## config.mk

```make
export PLATFORM = sky130hd
export DESIGN_NAME = drive_gear_ctrl
export DESIGN_NICKNAME = d
export VERILOG_FILES = /design/src/rtl/drive_gear_ctrl.sv
export SDC_FILE = /design/constraint.sdc
export NUM_CORES = 1
export LEC_CHECK = 0
export BUFFER_PORTS_ARGS = -buffer_cell sky130_fd_sc_hd__buf_2
export CORE_UTILIZATION = 35
export CTS_CLUSTER_SIZE = 30
export DETAILED_ROUTE_END_ITERATION = 7
export PLACE_DENSITY = 0.5
export SLEW_MARGIN = 5
export SYNTH_ARGS = -nofsm -noshare
export SYNTH_HDL_FRONTEND = slang
export SYNTH_SLANG_ARGS = --single-unit
```

## constraint.sdc

```tcl
create_clock -name clk -period 11 [get_ports clk]
set_input_delay 2.2 -clock clk [delete_from_list [all_inputs] [get_ports clk]]
set_output_delay 2.2 -clock clk [all_outputs]
set_load 0.02 [all_outputs]
```

## src/rtl/drive_gear_ctrl.sv

```systemverilog
// drive_gear_ctrl: tick-paced speed/gear controller with lamp, steering and 7-segment outputs.
// Optional cruise-hold feature is built in when the DRIVE_CRUISE_EN macro is defined.
module drive_gear_ctrl #(
  parameter int TICK_DIV   = 50_000_000,
  parameter int NUM_GEARS  = 5,
  parameter int GEAR_STEP  = 5,
  parameter int ACC_STEP   = 3,
  parameter int COAST_STEP = 1,
  parameter int BRAKE_STEP = 3,
  parameter int TURN_LIMIT = 4,
  parameter int REV_MAX    = 5
) (
  input  logic       clk,
  input  logic       rst,
  input  logic       key,
  input  logic       brake,
  input  logic       acc,
  input  logic       gear,
  input  logic       l,
  input  logic       r,
  input  logic       hl,
`ifdef DRIVE_CRUISE_EN
  input  logic       cruise,
`endif
  output logic [6:0] speed,
  output logic [3:0] gear_o,
  output logic       E,
  output logic       TL,
  output logic       LH,
  output logic       RH,
  output logic       HL,
  output logic       AL,
  output logic [1:0] M2,
  output logic [3:0] AN,
  output logic [6:0] LED,
  output logic       tick
);

  localparam int CW = (TICK_DIV > 1) ? $clog2(TICK_DIV) : 1;
  localparam int FWD_MAX = NUM_GEARS * GEAR_STEP;
  localparam logic [CW-1:0] CNT_LAST = CW'(TICK_DIV - 1);

  typedef enum logic [1:0] {
    ST_PARK = 2'd0,
    ST_FWD  = 2'd1,
    ST_REV  = 2'd2
  } state_t;

  state_t          state_q, state_d;
  logic [6:0]      speed_q, speed_d;
  logic [CW-1:0]   cnt_q, cnt_d;
  logic            blink_q, blink_d;
  logic            wrap;
  logic            dir_change;
  logic            cruise_act;
  int              sp;

  logic [3:0]      gear_q, gear_d;
  logic [6:0]      led_q, led_d;
  logic [3:0]      an_q, an_d;
  logic [1:0]      m2_q, m2_d;
  logic            e_q, e_d, tl_q, tl_d, lh_q, lh_d, rh_q, rh_d;
  logic            hl_q, hl_d, al_q, al_d, tick_q, tick_d;
  logic            lh_en, rh_en, turn_ok;
  logic [NUM_GEARS-1:0] at_gear;

`ifdef DRIVE_CRUISE_EN
  logic cruise_q, cruise_d, cruise_prev_q;

  // Cruise toggles on a rising edge only while moving forward; any override drops it.
  always_comb begin
    cruise_d = cruise_q;
    if (cruise && !cruise_prev_q)
      cruise_d = !cruise_q && (state_q == ST_FWD) && (speed_q != 7'd0);
    if (brake || !key || gear || (state_q != ST_FWD))
      cruise_d = 1'b0;
  end

  always_ff @(posedge clk or posedge rst) begin
    if (rst) begin
      cruise_q      <= 1'b0;
      cruise_prev_q <= 1'b0;
    end else begin
      cruise_q      <= cruise_d;
      cruise_prev_q <= cruise;
    end
  end

  assign cruise_act = cruise_q;
`else
  assign cruise_act = 1'b0;
`endif

  always_comb begin
    wrap       = (cnt_q == CNT_LAST);
    cnt_d      = wrap ? '0 : cnt_q + 1'b1;
    blink_d    = blink_q ^ wrap;
    tick_d     = wrap;
    state_d    = state_q;
    dir_change = 1'b0;
    sp         = int'(speed_q);
    if (wrap) begin
      if (!key) begin
        state_d = ST_PARK;
      end else begin
        case (state_q)
          ST_PARK: state_d = ST_FWD;
          ST_FWD:  if (gear && (speed_q == 7'd0)) state_d = ST_REV;
          ST_REV:  if (!gear && (speed_q == 7'd0)) state_d = ST_FWD;
          default: state_d = ST_PARK;
        endcase
      end
      // A direction change happens at standstill and consumes that tick.
      dir_change = ((state_q == ST_FWD) && (state_d == ST_REV)) ||
                   ((state_q == ST_REV) && (state_d == ST_FWD));
      if (!dir_change) begin
        case (state_d)
          ST_FWD: begin
            if (brake || gear)      sp = sp - BRAKE_STEP;
            else if (acc)           sp = (sp + ACC_STEP > FWD_MAX) ? FWD_MAX : sp + ACC_STEP;
            else if (!cruise_act)   sp = sp - COAST_STEP;
          end
          ST_REV: begin
            if (brake)              sp = sp - BRAKE_STEP;
            else if (acc)           sp = (sp + ACC_STEP > REV_MAX) ? REV_MAX : sp + ACC_STEP;
            else                    sp = sp - COAST_STEP;
          end
          default:                  sp = sp - BRAKE_STEP;
        endcase
        if (sp < 0) sp = 0;
      end
    end
    speed_d = 7'(sp);
  end

  // Thermometer of gear thresholds; its population count is the capped gear number.
  for (genvar gi = 0; gi < NUM_GEARS; gi++) begin : g_gear_thr
    assign at_gear[gi] = (speed_d >= 7'((gi + 1) * GEAR_STEP));
  end

  always_comb begin
    gear_d = (state_d == ST_REV) ? 4'd15 : 4'($countones(at_gear));
    case (gear_d)
      4'd0:    led_d = 7'b0000001;
      4'd1:    led_d = 7'b1001111;
      4'd2:    led_d = 7'b0010010;
      4'd3:    led_d = 7'b0000110;
      4'd4:    led_d = 7'b1001100;
      4'd5:    led_d = 7'b0100100;
      4'd6:    led_d = 7'b0100000;
      4'd7:    led_d = 7'b0001111;
      4'd8:    led_d = 7'b0000000;
      4'd9:    led_d = 7'b0000100;
      4'd15:   led_d = 7'b1111010;
      default: led_d = 7'b1111111;
    endcase
    turn_ok = (state_d == ST_REV) || (gear_d < 4'(TURN_LIMIT));
    lh_en   = key && !brake && l && !r && turn_ok;
    rh_en   = key && !brake && r && !l && turn_ok;
    lh_d    = lh_en && blink_d;
    rh_d    = rh_en && blink_d;
    m2_d    = lh_en ? 2'd2 : (rh_en ? 2'd1 : 2'd0);
    tl_d    = (state_d == ST_REV) ? blink_d : (brake && key);
    hl_d    = hl && key;
    al_d    = acc && key;
    e_d     = key;
    if (!key)                   an_d = 4'b1111;
    else if (state_d == ST_REV) an_d = {4{~blink_d}};
    else                        an_d = 4'b1110;
  end

  always_ff @(posedge clk or posedge rst) begin
    if (rst) begin
      state_q <= ST_PARK;
      speed_q <= 7'd0;
      cnt_q   <= '0;
      blink_q <= 1'b0;
      gear_q  <= 4'd0;
      led_q   <= 7'b0000001;
      an_q    <= 4'b1111;
      m2_q    <= 2'd0;
      e_q     <= 1'b0;
      tl_q    <= 1'b0;
      lh_q    <= 1'b0;
      rh_q    <= 1'b0;
      hl_q    <= 1'b0;
      al_q    <= 1'b0;
      tick_q  <= 1'b0;
    end else begin
      state_q <= state_d;
      speed_q <= speed_d;
      cnt_q   <= cnt_d;
      blink_q <= blink_d;
      gear_q  <= gear_d;
      led_q   <= led_d;
      an_q    <= an_d;
      m2_q    <= m2_d;
      e_q     <= e_d;
      tl_q    <= tl_d;
      lh_q    <= lh_d;
      rh_q    <= rh_d;
      hl_q    <= hl_d;
      al_q    <= al_d;
      tick_q  <= tick_d;
    end
  end

  assign speed  = speed_q;
  assign gear_o = gear_q;
  assign LED    = led_q;
  assign AN     = an_q;
  assign M2     = m2_q;
  assign E      = e_q;
  assign TL     = tl_q;
  assign LH     = lh_q;
  assign RH     = rh_q;
  assign HL     = hl_q;
  assign AL     = al_q;
  assign tick   = tick_q;

endmodule

```

* Yosys cells after proc, flatten, opt, wreduce, memory -nomap -nowiden
Memories as Yosys holds them, arrays and structs flattened. A register that Yosys moved wholly into a read port is not among the register bits.
Index checks and enable logic that the tools add are counted.
** Word-level totals
- Flip-flop bits (word level) :: 53
- ROM bits :: 112
- Input bits :: 9
- Output and inout port bits :: 31
- Word-level logic and storage cells :: 90
- Memories :: 1
** Memories
- (name not given) :: words 16, width 7, rd ports 1, clocked after memory_dff 1, wr ports 0, line 143 : case (gear_d)
** Operators by class
- Add/subtract/negate cells :: 8
- $lt $le $gt $ge :: 9
- Equality and inequality tests :: 6
- Mux-type cells :: 25
- Bitwise gates (word level) :: 2
- Reduce and logical (&&, ||, !) cells :: 25
** Operators by type and width (count)
- two-way mux 32 bit :: 7
- case mux 32 bit (2 select lines) :: 1
- > comparator 32 x 4 -> 1 bit (second input constant) :: 1
- > comparator 32 x 6 -> 1 bit (second input constant) :: 1
- < comparator 32 x 1 -> 1 bit (second input constant) :: 1
- adder 26 x 1 -> 26 bit (second input constant) :: 1
- == test 26 bit (second input constant) :: 1
- two-way mux 26 bit :: 1
- two-way mux 7 bit :: 3
- logical AND 1 bit :: 16
- greater-or-equal comparator 7 x 4 -> 1 bit (second input constant) :: 2
- greater-or-equal comparator 7 x 5 -> 1 bit (second input constant) :: 2
- two-way mux 2 bit :: 6
- two-way mux 4 bit :: 3
- adder 7 x 2 -> 8 bit (second input constant) :: 1
- two-way mux 8 bit :: 1
- subtractor 7 x 1 -> 8 bit (second input constant) :: 1
- subtractor 7 x 2 -> 8 bit (second input constant) :: 1
- greater-or-equal comparator 7 x 3 -> 1 bit (second input constant) :: 1
- zero test 7 bit :: 1
- == test 2 bit (second input constant) :: 3
- case mux 2 bit (3 select lines) :: 1
- adder 1 x 1 -> 2 bit :: 2
- adder 3 x 1 -> 4 bit :: 1
- other kinds (9) :: 16

* Logic depth before layout (Yosys ltp)
Gate-level depths: netlist (run 1).
- Word-level depth :: 25
- Gate-level depth with buffers :: 33
- Depth with buffers taken out :: 29

* Worst setup path before layout (run 1)
No wires, ideal clock.
- Path type :: input-to-reg
- From :: in key
- To :: reg led_q[2], in the netlist LED[2]
- Library setup time :: 77 ps
- Data arrival time :: 6493 ps
- Required time :: 10923 ps
- Path slack :: 4430 ps
- Stages on the path :: 22
- Path buffers :: 2
- Cells stage by stage :: clkbuf_1 nand2_1 ha_1 nor2_2 a21o_1 buf_2 a21oi_1 o21a_1 nor3b_1 a22o_1 o31ai_1 and3_1 fa_1 inv_1 fa_1 ha_1 nor2_1 inv_1 ha_1 a21oi_1 nor2_1 a21oi_1
** RTL lines
- from (decl) :: line 15 : input logic key,
- to (decl) :: line 59 : logic [6:0] led_q, led_d;

==> impl_metrics.toml, run 1 <==
[run_status]
outcome = "finished, final reports clean"

[setup_path]
endpoint_kind = "flop"
worst_ep_required_time_ns = 11.25
max_stage_delay_ns = 0.53
crit_arrival_ns = 7.10
crit_chain = "buf_2 > o21ai_0 > nand2_1 > nand2_1 > inv_1 > ha_1 > nor2_2 > a21o_1 > a21oi_1 > o21a_1 > nor3b_1 > a22o_1 > nor2_1 > and3_1 > fa_1 > inv_1 > fa_1 > ha_1 > nor2_1 > inv_1 > ha_1 > nand2_1 > o211a_1 > a21oi_1"
critPathLaunchType = "input pin"
critPathKind = "input pin to flop"
worst-path-buf-inv = 4
rr_startpoint = "speed[0]$_DFF_PP0_"
r2r_cells = 26
crit_family = "adder cells"
path_max_fanout = 12
r2r-end = "LED[0]$_DFF_PP1_"
cp_slowest_cell = "fa_1"
r2r_slack_ns = 4.24

[detailed_routing]
wl_met1_um = 3890
firstDrtPassIters = 4
drc_errors = 0
wire_per_inst_um = 14.2
drt_wl_total_um = 7790
via_count = 2824
viasPerCell = 5.16
drtAntennaViolNets = 0
dr.max_layer_used = "met4"
met3WireLength_um = 354
drt-initial-drc-count = 128
met2_length_um = 3440

[cts]
clk_latency_ns = 0.33
cts_buffers = 9
cts_root_buf = "clkbuf_8"
ctsHtreeMaxLevel = 3
tritoncts = "yes"
cts_buffer_depth = 2
cts_hold_buf = 0
postCtsSetupRepairBufs = 0
post_cts_resized = 0
cts_sinks = 58
clk_pin_slew_ns = 0.07

[synthesis]
synth.net_count = 404
seq_area_frac_synth = 0.426
synth_edf_count = 0
synthFlopType = "dfrtp_1"
ys_ff_latch = 58
synth_top_area_share = 0.403
synth.avg_cell_area_um2 = 9.02
synthCells = 379
synth_area_leader_cell = "dfrtp_1"
netlist_area_mm2 = 0.00342
yosysMostFrequentCell = "dfrtp_1"
yosys-top-cells-count = "dfrtp_1 (55), nor2_1 (47), nand2_1 (30)"
synthTopCellsByArea = "dfrtp_1 (40%), nor2_1 (5.2%), ha_1 (5.1%)"
synthDistinctLibCells = 59
synthArstFlopShare = 1.00
yosysWarnings = 0

[global_route]
grt_max_degree = 59
grt_pass1_vias = 2702
gr-usage-all-layers = 0.170
grt-ovfl-total = 0
antenna_found_initial = 0
grt_first_pass_wirelength_um = 13500

[sta]
fin_skew_ns = 0.0132
worstMarginPinSlew_ns = 1.05
post-route-period-util = 0.623
finalHoldViolCount = 0
tns_ns = 0
min_period_ns = 6.85
worst_slack_ns = 4.15
slew_viol_final = 0
setup_viol = 0
rsz0062_at_grt = "no"
slew_headroom = 0.303
max_freq_mhz = 146
hold_ws_ns = 0.499

[power_and_ir_drop]
vdd_ir_drop_max_v = 0.0000787
p_comb_frac = 0.054
p_per_area_mw_per_mm2 = 118
swShare = 0.230
leakagePower_uw = 0.00179
clock_power_share = 0.471
internal_power_uw = 357
sequentialPowerShare = 0.475
switchingPower_uw = 107

[floorplan]
die_w_um = 101
die_area_mm2 = 0.0102
core_area_mm2 = 0.00933
fp-row-count = 35
die_h_um = 101
io_pins = 40
start_util = 0.366

[cells_and_area]
diodes = 0
num-nets-final = 438
final_core_util = 0.421
area_growth_pct = 14.9
n_fill_cell = 924
stdcell_count = 547
final_layout_size_suffix_gt1_frac = 0.165

[placed_design]
placed_cells = 531
gp_congestion = 0.884
dp.final_hpwl_um = 5480
numPortBuffers = 39
preCtsSetupSlack_ns = 3.83

[worst_hold_path]
whs_path_depth = 1
hold_end = "cnt_q[4]$_DFF_PP0_"
min-delay-start = "cnt_q[4]$_DFF_PP0_"
hold_class = "flop to flop"

[job]
max_cap_violations = 0
layout by cell type, fill, tap and decap left out, drive strengths merged, types with 3 or more instances in the layout:
cell type  synthesis  routed
nor3b              3       3
o2111ai            4       4
dfstp              3       3
a21oi             16      16
buf                7      40
xor2              13      13
xnor2             13      13
or3                4       4
nand2             30      30
nand2b            10      10
clkbuf            10      11
a21o               3       3
nor2b              4       4
o22ai              4       4
o21ai             22      22
inv               22      22
o31ai              3       3
and3               3       3
and2               4       4
and4               4       4
nand3             16      16
nor3              14      14
a22oi              3       3
ha                14      14
dfrtp             55      55
nor2              48      48
nand4              9       9
o21a               4       4
area by class of cell:
class / instances / area [um2] / area share
multi-input cells: 282 / 1800 / 0.460
inverters: 22 / 82.6 / 0.0210
clock buffers: 11 / 141 / 0.0360
clock inverters: 5 / 77.6 / 0.0198
flip-flops and latches: 58 / 1460 / 0.371
well taps: 129 / 161 / 0.0411
repair buffers: 40 / 203 / 0.0516
power by group through the flow:
stage	sequential, uW	combinational, uW	clock [uW]
4_1_cts	220	25.3	224
6_report	220	25.0	218
3_3_place_gp	224	25.4	0
3_5_place_dp	224	25.2	0
5_1_grt	220	28.6	235
2_1_floorplan	223	17.7	0
kinds of logic (layout without fill, tap and decap cells):
group	Yosys count	after routing	share of synthesized area
AOI/OAI and AO/OA	82	82	0.160
adders and majority gates	16	16	0.0630
muxes	2	2	0.00586
and+or+nand+nor	156	156	0.233
DFF	58	58	0.426
buffers and inverters	39	78	0.0461
xor gates and xnor gates	26	26	0.0666
per-layer routing:
metal / track usage / vias up
met1: 0.245 / 1354
met5: 0 / -
met2: 0.241 / 61
li1: - / 1400
met4: 0.0691 / 0
met3: 0.0444 / 9
metrics by stage:
| stage | total power, uW | area (um2) |
|---|---|---|
| after global placement | 249 | 3710 |
| after global routing | 484 | 3930 |
| after CTS | 469 | 3930 |
| after floorplan | 240 | 3420 |
| after detailed placement | 249 | 3710 |
| final | 463 | 3930 |
worst reg2reg max path, delay by kind of cell, from the launching register on:
| kind | cells | cell delay (ns) |
|---|---|---|
| compound gates | 8 | 1.52 |
| fa+ha+maj | 6 | 2.22 |
| buf+inv | 3 | 0.37 |
| flops | 1 | 0.64 |
| simple gates | 9 | 1.92 |
registers in the layout, summed over array words and instances (netlist names):
register  count
state_q       2
cnt_q        26
LH            1
AL            1
RH            1
gear_o        4
blink_q       1
tick          1
speed         7
M2            2
TL            1
AN            2
LED           7
E             1
HL            1
worst max-delay path by stage:
stage	from	end	slack [ns]	cells after the start
2_1_floorplan	key	LED[2]$_DFF_PP0_	4.43	22
3_3_place_gp	gear	LED[2]$_DFF_PP0_	3.97	22
3_5_place_dp	gear	LED[2]$_DFF_PP0_	3.83	22
4_1_cts	gear	LED[2]$_DFF_PP0_	4.17	22
5_1_grt	speed[0]$_DFF_PP0_	LED[2]$_DFF_PP0_	3.67	28
6_report	gear	LED[0]$_DFF_PP1_	4.15	24
(Power assumes the default switching activity.)
==> run 2, diff against run 1 <==
Clock period 11 ns to 6.6 ns, I/O delays scaled along.
==> run 2 against run 1 <==
  * Utilization rose by 0.39 points
  * Critical path depth is the same
  * Non-clock buffer count increased by 7
  * Die area unchanged
  * Via count down 0.21%
  * Sequential share of layout area is 0.34 points lower
  * Sequential cell count stayed put
  * Worst setup slack worse by 3.7 ns
  * Critical endpoint is now LED[2]$_DFF_PP0_
==> impl_metrics.toml, run 2 (synthesis gave the netlist of run 1 again) <==
[setup_path]
crit_arrival_ns = 6.38
critPathKind = "flop to flop"
r2r_cells = 24
critPathLaunchType = "flop"
path_max_fanout = 12
worst_ep_required_time_ns = 6.85
endpoint_kind = "flop"

[cells_and_area]
largest_reg_flops = 26
multi_input_area_mm2 = 0.00182
num-nets-final = 445
final_layout_size_suffix_gt1_frac = 0.181
max_flop_register = "cnt_q"
seqCellArea_mm2 = 0.00146
final_core_util = 0.425
area_growth_pct = 15.9
n_fill_cell = 927
final_common_cell = "dfrtp_1"
diodes = 0
final_cell_mix = "dfrtp_1 (55), nor2_1 (47), buf_2 (39)"

[cts]
cts_sinks = 58
cts_root_buf = "clkbuf_8"
ctsHtreeMaxLevel = 3
cts_hold_buf = 0
postCtsSetupRepairBufs = 0
cts_buffer_depth = 2
cts_buffers = 9
clk_latency_ns = 0.34
tritoncts = "yes"
clk_pin_slew_ns = 0.07

[sta]
setup_viol = 0
slew_viol_final = 0
max_freq_mhz = 163
min_period_ns = 6.14
slew_headroom = 0.370
tns_ns = 0
worst_slack_ns = 0.464
worstMarginPinSlew_ns = 0.945
post-route-period-util = 0.930
fin_skew_ns = 0.0178
rsz0062_at_grt = "no"
finalHoldViolCount = 0
hold_ws_ns = 0.492

[detailed_routing]
drt-initial-drc-count = 107
viasPerCell = 5.09
firstDrtPassIters = 5
drtAntennaViolNets = 0
drt_wl_total_um = 7940
drc_errors = 0
via_count = 2818
wire_per_inst_um = 14.3

[global_route]
gr-usage-all-layers = 0.167
met2_usage = 0.251
grt-ovfl-total = 0
antenna_found_initial = 0
grt_pass1_vias = 2630
met3_usage = 0.0374
grt.busiest_layer = "met2"
met1_usage = 0.238
grt_first_pass_wirelength_um = 13200
grt_max_degree = 59

[job]
max_cap_violations = 0

[worst_hold_path]
whs_path_depth = 1
hold_class = "flop to flop"

[power_and_ir_drop]
sequentialPowerShare = 0.488
leakagePower_uw = 0.00181
swShare = 0.242
total_power_uw = 738
switchingPower_uw = 178
p_per_area_mw_per_mm2 = 186
internal_power_uw = 560
p_comb_frac = 0.069
vdd_ir_drop_max_v = 0.000107
clock_power_share = 0.443

[placed_design]
preCtsSetupSlack_ns = 0.315
dp.final_hpwl_um = 5550
numPortBuffers = 39
gp_congestion = 0.843

[run_status]
outcome = "finished, final reports clean"

[floorplan]
die_area_mm2 = 0.0102
fp-row-count = 35
core_area_mm2 = 0.00933
start_util = 0.366
die_w_um = 101
io_pins = 40
die_h_um = 101
run 2: layer usage:
metal	wire length, um	up-vias
li1	-	1409
met1	3960	1341
met2	3550	62
met3	369	6
met4	66	0
met5	0	-
run 2: area by class of cell:
class	instances	area share
sequential	58	0.367
timing repair buffer	47	0.0644
clock inverter	3	0.0107
inverter	22	0.0208
tap	129	0.0407
clock buffer	13	0.0376
multi-input combinational	282	0.458
run 2: path summary, 6_finish.rpt:
check | from | slack (ns) | to
worst max-delay path | speed[5]$_DFF_PP0_ | 0.46 | LED[2]$_DFF_PP0_
worst min-delay path | cnt_q[0]$_DFF_PP0_ | 0.49 | cnt_q[0]$_DFF_PP0_
worst max register to register | speed[5]$_DFF_PP0_ | 0.46 | LED[2]$_DFF_PP0_
worst min register to register | cnt_q[0]$_DFF_PP0_ | 0.49 | cnt_q[0]$_DFF_PP0_
max in group asynchronous | rst | 4.92 | speed[1]$_DFF_PP0_
min in group asynchronous | rst | 1.20 | HL$_DFF_PP0_
run 2: what timing repair did:
| action | CTS | global route |
|---|---|---|
| resized for setup | 0 | 3 |
| endpoints found under the setup margin | 0 | 5 |
| endpoints found under the hold margin | 0 | 0 |
run 2: worst max-delay path, cell delays in order (launching register included):
cell and delay [ns]:
dfrtp_1 0.44, or3_4 0.41, or3_4 0.41, o21a_1 0.18, o22ai_1 0.15, nand2_1 0.11
ha_1 0.41, nor2_2 0.29, a21o_2 0.32, a2111oi_0 0.13, a211o_1 0.33, o22ai_1 0.15
or2_1 0.21, nor2_1 0.10, and3_1 0.20, fa_1 0.54, inv_1 0.05, fa_1 0.41
ha_1 0.30, nor2_1 0.26, inv_1 0.15, ha_1 0.22, a21oi_1 0.12, nor2_1 0.05
a21oi_1 0.11
run 2: through the flow:
step / cell area [um2] / instances
floorplan: 3420 / 379
global placement: 3760 / 538
detailed placement: 3760 / 538
CTS: 3950 / 554
global route: 3960 / 554
finish: 3960 / 554
run 2: power groups by stage:
stage	Combinational (uW)	Clock [uW]	Sequential (uW)
detailed placement	51.5	0	366
floorplan	29.5	0	371
global route	57.1	353	360
global placement	51.4	0	367
CTS	51.8	335	360
finish	51.3	327	360
